File: config.mk
export PLATFORM = sky130hd
export DESIGN_NAME = pipeline_hazard_ctrl
export DESIGN_NICKNAME = d
export VERILOG_FILES = /design/src/rtl/pipeline_hazard_ctrl.sv
export SDC_FILE = /design/constraint.sdc
export NUM_CORES = 1
export LEC_CHECK = 0
export BUFFER_PORTS_ARGS = -buffer_cell sky130_fd_sc_hd__buf_2
export CAP_MARGIN = 10
export CORE_UTILIZATION = 43
export CTS_BUF_LIST = sky130_fd_sc_hd__clkbuf_8
export DETAILED_ROUTE_END_ITERATION = 6
export MAX_ROUTING_LAYER = met4
export PLACE_DENSITY = 0.81
export SYNTH_ARGS = -nofsm -noshare
export SYNTH_HDL_FRONTEND = slang
export SYNTH_SLANG_ARGS = --single-unit
File: constraint.sdc
create_clock -name clk -period 1.9 [get_ports clk]
set_input_delay 0.095 -clock clk [delete_from_list [all_inputs] [get_ports clk]]
set_output_delay 0.095 -clock clk [all_outputs]
set_load 0.02 [all_outputs]
File: src/rtl/pipeline_hazard_ctrl.sv
`default_nettype none
// ============================================================================
// Module   : pipeline_hazard_ctrl
// Purpose  : Central hazard controller for the 5-stage RV32 pipeline.
//            Produces per-stage stall/flush controls, E-stage forwarding
//            selects and the PC redirect. A single FSM sequences the three
//            multi-cycle events: taken-branch redirect (D flushed for
//            FLUSH_CYCLES cycles), load-use stall (LOAD_LAT cycles) and
//            data-memory wait.
// Ports    : clk                       rising-edge clock
//            rst                       asynchronous reset, active low
//            Rs1D/Rs2D, Rs1E/Rs2E      source registers in D / E
//            RdE/RdM/RdW               destination registers in E/M/W
//            LoadE                     E-stage instruction is a load
//            RegWriteM/RegWriteW       M/W instruction writes the RF
//            PCsrcE/PCtargetE          taken branch/jump and its target
//            mem_busy                  data memory not ready this cycle
//            StallF/D/E/M              hold pipeline register (PC for F)
//            FlushD/E/W                load bubble into D/E/W register
//            ForwardAE/BE              00 RF, 01 W result, 10 M ALU result
//            pc_redirect/pc_target     PC mux select and redirect target
//            ctrl_state                0 RUN, 1 REDIR, 2 LDSTALL, 3 MEMWAIT
// Revision : 1.0 - initial release
// ============================================================================
module pipeline_hazard_ctrl #(
    parameter int FLUSH_CYCLES = 2,
    parameter int LOAD_LAT     = 1
) (
    input  logic        clk,
    input  logic        rst,
    input  logic [4:0]  Rs1D,
    input  logic [4:0]  Rs2D,
    input  logic [4:0]  Rs1E,
    input  logic [4:0]  Rs2E,
    input  logic [4:0]  RdE,
    input  logic [4:0]  RdM,
    input  logic [4:0]  RdW,
    input  logic        LoadE,
    input  logic        RegWriteM,
    input  logic        RegWriteW,
    input  logic        PCsrcE,
    input  logic [31:0] PCtargetE,
    input  logic        mem_busy,
    output logic        StallF,
    output logic        StallD,
    output logic        StallE,
    output logic        StallM,
    output logic        FlushD,
    output logic        FlushE,
    output logic        FlushW,
    output logic [1:0]  ForwardAE,
    output logic [1:0]  ForwardBE,
    output logic        pc_redirect,
    output logic [31:0] pc_target,
    output logic [1:0]  ctrl_state
);

    // A length of 0 behaves like 1 (single detect cycle only).
    localparam int         c_FLUSH_EFF  = (FLUSH_CYCLES < 1) ? 1 : FLUSH_CYCLES;
    localparam int         c_LOAD_EFF   = (LOAD_LAT < 1) ? 1 : LOAD_LAT;
    localparam logic [3:0] c_FLUSH_INIT = 4'(c_FLUSH_EFF - 1);
    localparam logic [3:0] c_LOAD_INIT  = 4'(c_LOAD_EFF - 1);

    localparam logic [1:0] c_RUN     = 2'd0;
    localparam logic [1:0] c_REDIR   = 2'd1;
    localparam logic [1:0] c_LDSTALL = 2'd2;
    localparam logic [1:0] c_MEMWAIT = 2'd3;

    logic [1:0]  r_state;
    logic [3:0]  r_cnt;
    logic [31:0] r_pc_target;

    logic [1:0]  w_state_nxt;
    logic [3:0]  w_cnt_nxt;
    logic [31:0] w_target_nxt;
    logic        w_lw_haz;
    logic        w_cnt_last;
    logic        w_stall_f, w_stall_d, w_stall_e, w_stall_m;
    logic        w_flush_d, w_flush_e, w_flush_w;
    logic        w_redirect;

    // Forwarding: M has the younger result, so it wins over W.
    always_comb begin
        ForwardAE = 2'b00;
        ForwardBE = 2'b00;
        if (RegWriteM && (RdM != 5'd0) && (RdM == Rs1E))
            ForwardAE = 2'b10;
        else if (RegWriteW && (RdW != 5'd0) && (RdW == Rs1E))
            ForwardAE = 2'b01;
        if (RegWriteM && (RdM != 5'd0) && (RdM == Rs2E))
            ForwardBE = 2'b10;
        else if (RegWriteW && (RdW != 5'd0) && (RdW == Rs2E))
            ForwardBE = 2'b01;
    end

    assign w_lw_haz   = LoadE && (RdE != 5'd0) && ((RdE == Rs1D) || (RdE == Rs2D));
    assign w_cnt_last = (r_cnt == 4'd1) || (r_cnt == 4'd0);

    always_comb begin
        w_state_nxt  = r_state;
        w_cnt_nxt    = r_cnt;
        w_target_nxt = r_pc_target;
        w_stall_f    = 1'b0;
        w_stall_d    = 1'b0;
        w_stall_e    = 1'b0;
        w_stall_m    = 1'b0;
        w_flush_d    = 1'b0;
        w_flush_e    = 1'b0;
        w_flush_w    = 1'b0;
        w_redirect   = 1'b0;
        case (r_state)
            c_REDIR: begin
                // E already holds a bubble, so new branches/load hazards are ignored.
                w_flush_d = 1'b1;
                if (mem_busy) begin
                    {w_stall_f, w_stall_d, w_stall_e, w_stall_m, w_flush_w} = 5'b11111;
                end else begin
                    w_cnt_nxt = r_cnt - 4'd1;
                    if (w_cnt_last)
                        w_state_nxt = c_RUN;
                end
            end
            c_LDSTALL: begin
                w_stall_f = 1'b1;
                w_stall_d = 1'b1;
                w_flush_e = 1'b1;
                if (mem_busy) begin
                    {w_stall_e, w_stall_m, w_flush_w} = 3'b111;
                end else begin
                    w_cnt_nxt = r_cnt - 4'd1;
                    if (w_cnt_last)
                        w_state_nxt = c_RUN;
                end
            end
            default: begin
                // RUN, and MEMWAIT once memory is ready: MEMWAIT only differs
                // from RUN in what it reports on ctrl_state.
                if (mem_busy) begin
                    {w_stall_f, w_stall_d, w_stall_e, w_stall_m, w_flush_w} = 5'b11111;
                    w_state_nxt = c_MEMWAIT;
                end else begin
                    w_state_nxt = c_RUN;
                    if (PCsrcE) begin
                        w_redirect   = 1'b1;
                        w_target_nxt = PCtargetE;
                        w_flush_d    = 1'b1;
                        w_flush_e    = 1'b1;
                        if (c_FLUSH_EFF > 1) begin
                            w_cnt_nxt   = c_FLUSH_INIT;
                            w_state_nxt = c_REDIR;
                        end
                    end else if (w_lw_haz) begin
                        w_stall_f = 1'b1;
                        w_stall_d = 1'b1;
                        w_flush_e = 1'b1;
                        if (c_LOAD_EFF > 1) begin
                            w_cnt_nxt   = c_LOAD_INIT;
                            w_state_nxt = c_LDSTALL;
                        end
                    end
                end
            end
        endcase
    end

    always_ff @(posedge clk or negedge rst) begin
        if (!rst) begin
            r_state     <= c_RUN;
            r_cnt       <= 4'd0;
            r_pc_target <= 32'd0;
        end else begin
            r_state     <= w_state_nxt;
            r_cnt       <= w_cnt_nxt;
            r_pc_target <= w_target_nxt;
        end
    end

    // Controls are forced low for as long as reset is held, independent of inputs.
    assign StallF      = rst & w_stall_f;
    assign StallD      = rst & w_stall_d;
    assign StallE      = rst & w_stall_e;
    assign StallM      = rst & w_stall_m;
    assign FlushD      = rst & w_flush_d;
    assign FlushE      = rst & w_flush_e;
    assign FlushW      = rst & w_flush_w;
    assign pc_redirect = rst & w_redirect;
    assign pc_target   = !rst ? 32'd0 : (w_redirect ? PCtargetE : r_pc_target);
    assign ctrl_state  = r_state;

endmodule
`default_nettype wire

[Word-level counts from Yosys, hierarchy flattened]
Index checks and enable logic that the tools add are counted.
W data, S select, Z words.
Storage, ports and cells
  output and inout bits: 46
  bits of input ports: 74
  word-level logic and storage cells: 68
  ROM bits: 0
  memories kept: 0
  latch bits: 0
  bits in writable memories: 0
  flip-flop bits (word level): 38
Operators by class
  magnitude comparators: 0
  shifts and indexed selects: 0
  add/sub/neg operators: 1
  multiply operators: 0
  divide/modulo/power cells: 0
  reduce and logical (&&, ||, !) cells: 19
  muxes and demuxes: 27
  equal/unequal tests: 11
  bitwise logic cells: 7
Operators by type and width (number)
  $mux W32: 2
  $eq A5 B5 Y1: 6
  $mux W4: 4
  $reduce_bool A5 Y1: 3
  $mux W1: 12
  $mux W2: 6
  $logic_and A1 B1 Y1: 8
  $pmux W1 S2: 3
  $and A1 B1 Y1: 5
  $eq A4 B1 Y1 const B: 1
  $logic_not A4 Y1: 1
  $reduce_and A2 Y1: 2
  $sub A4 B1 Y4 const B: 1
  $reduce_and A3 Y1: 1
  $eq A2 B1 Y1 const B: 1
  $eq A2 B2 Y1 const B: 1
  $logic_or A1 B1 Y1: 2
  $ne A2 B1 Y1 const B: 1
  $ne A2 B2 Y1 const B: 1
  $not A1 Y1: 2
  $reduce_bool A2 Y1: 1
  $reduce_or A2 Y1: 1

[Depth between registers and ports, before layout]
Gate-level depths: netlist of run 1.
  word-level depth: 8
  depth in mapped cells: 9
  depth with buffers taken out: 7

[Least setup slack after synthesis of run 1]
Ideal clock, no wire load.
  kind: reg2out
  from: register r_state[0] (netlist: ctrl_state[0])
  to: output FlushE
  data arrival time: 2.003 ns
  required time: 1.805 ns
  slack: -0.198 ns
  stages on the path, launching flop included: 10
  path buffers: 2
  path through: dfrtp_1 -> inv_1 -> ha_1 -> buf_4 -> inv_2 -> nor2_4 -> nand2_4 -> buf_6 -> nor2_1 -> a311o_1
On the way
  word-level cells in the longest chain between the ends: 3
  elaborated cells between the ends (all ways): 4
  those cells by class: eq/ne (2); mux (1); bitwise (1)
Ends and longest elaborated chain
  start: declaration: line 69  | logic [1:0] r_state;
  start signal: assignment: line 168  | r_state <= c_RUN;
  start signal: assignment: line 172  | r_state <= w_state_nxt;
  $eq A2 B2 Y1 or $eq A2 B1 Y1 (tied branches): line 111  | case (r_state)
  $pmux W1 S2 *: line 111
  $and A1 B1 Y1 *: line 184  | assign FlushE = rst & w_flush_e;
  end: declaration: line 49  | output logic FlushE,
Mark *: on every way between the ends. The rest lies on a longest branch, timed or not.

[Final worst setup path of run 1]
  from: register r_state[1] (netlist: ctrl_state[1])
  to: output pc_target[4]
On the way
  word-level cells in the longest chain between the ends: 5
  elaborated cells between the ends (all ways): 6
  those cells by class: eq/ne (2); mux (3); reduce/logical (1)
Ends and longest elaborated chain
  $eq A2 B2 Y1 or $eq A2 B1 Y1 (tied branches): line 111
  $reduce_or A2 Y1 (no source line) *
  $mux W1 *: line 111
  $mux W32 * (2 in a row): line 187  | assign pc_target = !rst ? 32'd0 : (w_redirect ? PCtargetE : r_pc_target);
  end: declaration: line 54  | output logic [31:0] pc_target,
Marked as above.

==> run summary, run 1 <==
status: complete, but fails checks
failing checks: setup timing
clock latency on the worst-skew pair: 0.29 ns
DR pass1 iterations: 4
mapped cell area: 2360 sq um
fraction of registers with async set/reset: 100%
# IOs: 120
Root Buffer: clkbuf_8
Yosys reg bits: 38
post-route cell area: 3640 sq um
layout cells sized above 1: 66.2%
mean post-synth cell area: 11.5 sq um
Post-synth EDFFs: 0
gpl congestion: 0.778
Leak: 1.87 nW
max-cap violations: 0
Pwr Density: 1470 nW/um^2
# port buffers: 119
WS Path Type: flop to output port
# DRC: 0
DR vias/cell: 4.90
Unique masters post-synth: 36
antenna violations before repair: 0
Net Sw Power: 1.89 mW
Tcrit/Tclk final: 113%
WP data required: 1.80 ns
RSZ-0062 raised after global routing: yes
clock buffer depth: 2
Fin. Hold Viols: 0
min Tclk post-route: 2.14 ns
GRT Residual Overflow: 0
nets: 417
Worst-path clk slew: 0.08 ns
Die X-Extent: 76.1 um
num rows: 26
total number of vias: 2009
Switching Fraction: 35.3%
pin slew with the least headroom to its limit: 0.423 ns
first-pass GRT wire length: 9.03 mm
# clock sinks: 38
CTS H-tree depth: 2
Die Height: 76.1 um
Sequential Power Share: 26.2%
P_int: 3.46 mW
Die Area: 5790 sq um
Routed wire per std cell: 14.3 um
Seq/Total Area, Yosys: 40.3%
worst setup margin: -0.241 ns
Gate power share: 62.9%
total CTS buffers: 5
Worst EP arrival: 2.05 ns
Max Fclk: 0.467 GHz
All-Layer GR Usage: 20.2%
largest net degree at the start of global routing: 53
DRT iter0 DRCs: 49
Net Count, Synth: 283
CTS tree: built
Synth Instances: 205
Critical Path Start Type: flop
DP Area: 3150 sq um
clk_skew: 0.00665 ns
Crit Path Max Fanout: 7
final core occ: 70.0%
area grow syn2layout: 54.4%
Initial Utilization: 45.3%
Final TNS setup: -7.14 ns
crit end category: output port
final setup fails: 34
Max Slew Vio Count: 0
Routed Antenna Nets: 0
Main synth FF type: dfrtp_1
Slew HR: 71.6%
clock share of power: 10.9%
ANT cells: 0
Final Routed Wirelength: 5.86 mm
Max IR drop VDD: 707 uV
post-DP HPWL: 4.07 mm
Layout Cells excl Fill: 410
Yosys warnings: 0
worst min path class: primary input to flop
vias in the first global route: 1935
total placed cells including tap cells: 392
area of the core: 5200 sq um
## cell type report
type,instances,area (sq um)
clock buffer,6,82.6
clock inverter,2,12.5
fill,364,1560
inverter,6,25.0
multi-input combinational,149,1440
sequential,38,953
tap,70,87.6
timing repair buffer,139,1040
## critical path: stages, from the launching register on
cell and delay, ns:
dfrtp_2 0.43, ha_4 0.28, inv_4 0.04, nor2_4 0.10, nand2_4 0.12, clkbuf_16 0.19
mux2_4 0.31, and2_4 0.16, buf_6 0.12
## sequential cells by signal, indices dropped and copies added, names as in the netlist
name / cells
ctrl_state: 2
r_pc_target: 32
r_cnt: 4
## logic make-up (layout without fill, tap and decap cells)
logic type	count (synthesis)	in the layout	synth area share, %
multiplexers	33	33	20.2
AO/OA/AOI/OAI	18	18	4.88
XOR/XNOR	30	30	11.1
buffers and inverters	18	153	4.46
adder cells (fa/ha/maj)	4	4	2.12
flip-flops	38	38	40.3
AND/OR/NAND/NOR	64	64	16.9
## placed cells by master (no fill, tap or decap), types with 4 or more instances in the layout
cell type  count
and2_4        31
buf_2         83
buf_4         12
buf_6         38
clkbuf_8       6
dfrtp_1       36
inv_1          4
mux2_4        31
nand2_1        6
nand3_1        4
o21ai_0        5
or4_1          4
xnor2_1       10
xor2_1        20
## metrics by stage
stage                     setup slack, ns  hold slack [ns]  power, mW
after floorplan                   -0.0216           -0.201       3.34
after global placement             0.0696          -0.0235       3.95
after detailed placement           0.0245          -0.0179       4.03
after CTS                          -0.246           0.0314       4.93
after global routing               -0.295           0.0245       5.65
final                              -0.241           0.0392       5.35
## routing by layer
metal  vias to the layer above  track usage [%]  share of wire (%)
li1                        957                -                  -
met4                         0             7.69                1.2
met2                       100             33.4                 51
met5                         -                -                  0
met3                         5             5.03                7.7
met1                       947             23.7                 40
## final timing paths
path / to / cells past startpoint / start / slack, ns
setup / recovery: pc_target[4] / 8 / ctrl_state[1] / -0.24
hold / removal: r_pc_target[29] / 2 / PCtargetE[29] / 0.04
setup reg to reg: r_pc_target[9] / 7 / ctrl_state[1] / 0.19
hold reg to reg: r_pc_target[22] / 1 / r_pc_target[22] / 0.50
max in group asynchronous: r_pc_target[25] / 3 / rst / 1.17
min in group asynchronous: r_pc_target[15] / 2 / rst / 0.21
## cell usage after synthesis (5+ instances only)
master | n | area share (%)
inv_1 | 5 | 0.80
xor2_1 | 20 | 7.4
and2_1 | 33 | 8.8
nand2_1 | 6 | 0.95
o21ai_0 | 5 | 1.1
xnor2_1 | 10 | 3.7
dfrtp_1 | 38 | 40
mux2_4 | 28 | 18
## power by group through the flow
stage	Combinational [mW]	Clock, mW	Sequential, mW
global placement	2.58	0	1.37
CTS	2.95	0.603	1.39
finish	3.37	0.584	1.40
global route	3.58	0.641	1.43
floorplan	1.96	0	1.38
detailed placement	2.64	0	1.39
## timing repair
item / CTS / global route
gates cloned: 0 / 1
setup buffers: 3 / 6
pin swaps: 1 / 3
hold buffers: 1 / 0
endpoints found under the setup margin: 33 / 37
gates resized for setup: 48 / 43
hold endpoints to repair: 38 / 0
(Power assumes the default switching activity.)
==> run 2, diff against run 1 <==
- CELL_PAD_IN_SITES_DETAIL_PLACEMENT: not set -> 1
- CELL_PAD_IN_SITES_GLOBAL_PLACEMENT: not set -> 2
- CORE_UTILIZATION: 43 -> 28
- PLACE_DENSITY: 0.81 -> 0.88
==> run summary, run 2 (synthesis gave the netlist of run 1 again) <==
worst hold slack: 0.0509 ns
Routed wire per std cell: 15.8 um
Switching Fraction: 35.6%
gpl congestion: 0.708
Die Height: 93.8 um
slowest cell on the critical path: dfrtp_2
Crit Path Max Fanout: 8
DR vias/cell: 4.53
GRT Residual Overflow: 0
Gate power share: 64.9%
# port buffers: 119
Pwr Density: 1480 nW/um^2
clock buffer depth: 2
cells along the critical path: ha_4 -> inv_4 -> nor2_4 -> nand2_4 -> buf_16 -> mux2_4 -> and2_4 -> buf_6
first-pass GRT wire length: 10.5 mm
CTS tree: built
pin slew with the least headroom to its limit: 0.508 ns
Critical Path Start Type: flop
Die X-Extent: 93.8 um
pre-CTS setup slack: 0.0131 ns
Die Area: 8790 sq um
# clock sinks: 38
Layout Cells excl Fill: 455
Slew HR: 65.8%
largest net degree at the start of global routing: 53
Max Slew Vio Count: 0
P_int: 3.54 mW
Leak: 1.92 nW
Max Fclk: 0.465 GHz
crit end category: output port
clock share of power: 9.4%
total number of vias: 2059
status: complete, but fails checks
Initial Utilization: 28.8%
Worst-path clk slew: 0.07 ns
crit-path leading delay family: flip-flops
max-cap violations: 0
Worst EP arrival: 2.06 ns
worst setup margin: -0.252 ns
Layout fillers: 901
# IOs: 120
post-DP HPWL: 4.99 mm
area grow syn2layout: 57.4%
num rows: 33
vias in the first global route: 2118
ANT cells: 0
clock latency on the worst-skew pair: 0.28 ns
Crit path largest cell delay: 0.42 ns
worst min path class: primary input to flop
antenna violations before repair: 0
DP Area: 3180 sq um
WP buf/inv: 3
commonest non-fill, non-tap cell in the layout: buf_2
clk_skew: 0.00747 ns
Sequential Power Share: 25.7%
Fin. Hold Viols: 0
total CTS buffers: 5
total placed cells including tap cells: 426
Root Buffer: clkbuf_8
WS Path Type: flop to output port
final core occ: 45.4%
layout cells sized above 1: 65.1%
DR pass1 iterations: 4
# DRC: 0
WP data required: 1.80 ns
Tcrit/Tclk final: 113%
Routed Antenna Nets: 0
Final TNS setup: -7.67 ns
All-Layer GR Usage: 15.7%
failing checks: setup timing
min Tclk post-route: 2.15 ns
final setup fails: 35
area of the core: 8180 sq um
Largest Register: r_pc_target
Net Sw Power: 1.96 mW
nets: 427
commonest non-fill, non-tap cells in the layout: buf_2 (85), dfrtp_1 (36), buf_6 (32)
CTS H-tree depth: 2
max reg flops: 32
Tot Pwr: 5.50 mW
post-route cell area: 3710 sq um
RSZ-0062 raised after global routing: yes
DRT iter0 DRCs: 58
Max IR drop VDD: 379 uV
Final Routed Wirelength: 7.18 mm
-- run 2: changes by cell type in the layout (fill, tap and decap cells not counted), sizes merged --
cell and change:
clkinvlp -1, clkbuf -1, clkinv -1, inv +3
buf +10
-- run 2: area by class of cell --
| class | instances | area (sq um) | share of cell area (%) |
|---|---|---|---|
| clock inverters | 3 | 11.3 | 0.303 |
| clock buffers | 5 | 68.8 | 1.85 |
| repair buffers | 149 | 1110 | 29.9 |
| flip-flops and latches | 38 | 953 | 25.7 |
| inverters | 6 | 25.0 | 0.674 |
| multi-input cells | 149 | 1410 | 38.0 |
| well taps | 105 | 131 | 3.54 |
-- run 2: power groups by stage --
stage,Combinational (mW),Clock [mW],Sequential [mW]
after global placement,2.61,0,1.37
after global routing,3.84,0.571,1.45
after CTS,3.27,0.525,1.39
final,3.57,0.517,1.41
after floorplan,1.96,0,1.38
after detailed placement,2.70,0,1.40
-- run 2: layer usage --
layer  GRT usage, %  share of wire [%]  vias up
met5              -                  0        -
met4           4.10                1.3        0
met3           2.91                6.5        8
met2           27.4                 51       95
met1           18.6                 42      981
li1               -                  -      975
-- run 2: final timing paths --
path,from,slack [ns],cells after the start,endpoint
max,ctrl_state[1],-0.25,8,pc_target[12]
max reg2reg,ctrl_state[1],0.07,8,r_pc_target[7]
min reg2reg,r_pc_target[6],0.49,1,r_pc_target[6]
min,PCtargetE[28],0.05,2,r_pc_target[28]
min in group asynchronous,rst,0.30,2,r_cnt[0]
max in group asynchronous,rst,1.05,3,r_pc_target[3]
-- run 2: timing repair --
item                                   CTS  global route
hold buffers                             1             0
endpoints found under the hold margin    7             0
gates resized for setup                 62            15
setup endpoints to repair               35            37
cloned                                   1             1
pin swaps                                2             1
buffers inserted                         8            10
==> run 3, diff against run 2 <==
- clock period: 1.9 -> 2.1 ns (I/O delays scaled with it)
==> run summary, run 3 (synthesis gave the netlist of run 1 again) <==
status: complete, but fails checks
failing checks: setup timing
cells along the critical path: ha_4 -> inv_4 -> nor2_4 -> nand2_8 -> clkbuf_16 -> mux2_4 -> and2_4 -> buf_6
Crit Path Max Fanout: 7
Crit path largest cell delay: 0.42 ns
DR vias/cell: 4.52
GRT Residual Overflow: 0
pin slew with the least headroom to its limit: 0.427 ns
Slew HR: 71.3%
crit end category: output port
vias in the first global route: 2072
Max Slew Vio Count: 0
R2R cell count: 8
slowest cell on the critical path: dfrtp_1
Max Fclk: 0.455 GHz
worst hold slack: 0.0635 ns
nets: 426
worst reg-to-reg setup slack: 0.25 ns
WP data required: 2.00 ns
# port buffers: 119
area grow syn2layout: 57.3%
Worst-path clk slew: 0.08 ns
Final Routed Wirelength: 7.14 mm
P_int: 3.19 mW
Fin. Hold Viols: 0
Die Area: 8790 sq um
# DRC: 0
CTS H-tree depth: 2
RSZ-0062 raised after global routing: yes
Largest Register: r_pc_target
WHS Path Cells: 2
Switching Fraction: 35.6%
Worst EP arrival: 2.09 ns
first-pass GRT wire length: 10.0 mm
clock buffer depth: 2
worst min path class: primary input to flop
Initial Utilization: 28.8%
max-cap violations: 0
DRT iter0 DRCs: 48
Tcrit/Tclk final: 105%
reg-to-reg critical path endpoint: r_pc_target[11]
clk_skew: 0.00552 ns
WP buf/inv: 3
Gate power share: 64.8%
largest net degree at the start of global routing: 63
commonest non-fill, non-tap cell in the layout: buf_2
clock share of power: 9.5%
Net Sw Power: 1.76 mW
clock latency on the worst-skew pair: 0.28 ns
total CTS buffers: 5
final setup fails: 32
antenna violations before repair: 0
All-Layer GR Usage: 14.9%
Worst Hold End: r_pc_target[30]
Die X-Extent: 93.8 um
layout cells sized above 1: 65.2%
gpl congestion: 0.719
Sequential Power Share: 25.6%
Worst R2R Start: ctrl_state[1]
min Tclk post-route: 2.20 ns
Routed Antenna Nets: 0
commonest non-fill, non-tap cells in the layout: buf_2 (86), dfrtp_1 (38), buf_6 (33)
WS Path Type: flop to output port
Tot Pwr: 4.94 mW
Hold Path Origin: PCtargetE[30]
worst setup margin: -0.0965 ns
CTS tree: built
Root Buffer: clkbuf_8
area of the core: 8180 sq um
max reg flops: 32
DR pass1 iterations: 4
Leak: 1.92 nW
crit-path leading delay family: simple AND/OR/NAND/NOR gates
Routed wire per std cell: 15.7 um
total number of vias: 2052
# IOs: 120
Die Height: 93.8 um
# clock sinks: 38
Pwr Density: 1330 nW/um^2
num rows: 33
post-DP HPWL: 4.75 mm
Max IR drop VDD: 342 uV
Critical Path Start Type: flop
run 3: worst max-delay path by stage:
stage	start	endpoint	slack (ns)	cells after the start
global route	ctrl_state[1]	pc_target[1]	-0.17	8
floorplan	ctrl_state[0]	pc_target[10]	0.09	9
detailed placement	ctrl_state[1]	pc_target[2]	0.11	8
global placement	ctrl_state[1]	pc_target[0]	0.16	8
CTS	ctrl_state[1]	pc_target[8]	-0.08	8
finish	ctrl_state[1]	pc_target[1]	-0.1	8
run 3: cell type report:
type	count	area, sq um
Multi-Input combinational cell	149	1420
Sequential cell	38	951
Timing Repair Buffer	148	1100
Antenna cell	1	2.50
Clock inverter	2	10.0
Fill cell	905	4470
Tap cell	105	131
Clock buffer	5	68.8
Inverter	6	25.0
run 3: through the flow:
step / TNS (ns) / instances / util, % / area (sq um) / worst slack [ns]
finish: -2.12 / 454 / 45.4 / 3710 / -0.0965
global placement: 0 / 422 / 37.7 / 3080 / 0.164
global route: -4.46 / 453 / 45.3 / 3710 / -0.168
CTS: -1.51 / 442 / 42.0 / 3430 / -0.0810
floorplan: 0 / 205 / - / 2360 / 0.0891
detailed placement: 0 / 422 / 37.7 / 3080 / 0.111
run 3: power groups by stage:
stage / clock network, mW / registers, mW / logic [mW]
3_5_place_dp: 0 / 1.27 / 2.21
4_1_cts: 0.499 / 1.25 / 2.69
3_3_place_gp: 0 / 1.24 / 2.15
2_1_floorplan: 0 / 1.24 / 1.59
5_1_grt: 0.523 / 1.30 / 3.44
6_report: 0.472 / 1.27 / 3.21
run 3: repair_timing:
item / CTS / global route
buffers inserted: 11 / 10
endpoints found under the hold margin: 7 / 0
endpoints found under the setup margin: 32 / 32
pin swaps: 2 / 4
cloned: 1 / 1
resized for setup: 51 / 56
hold buffers: 1 / 0
run 3: layer usage:
layer | track usage, % | part of all wire [%] | vias to the layer above
met3 | 3.88 | 7.0 | 2
met2 | 25.8 | 53 | 90
met4 | 4.23 | 0.46 | 0
met1 | 17.0 | 40 | 986
met5 | - | 0 | -
li1 | - | - | 974
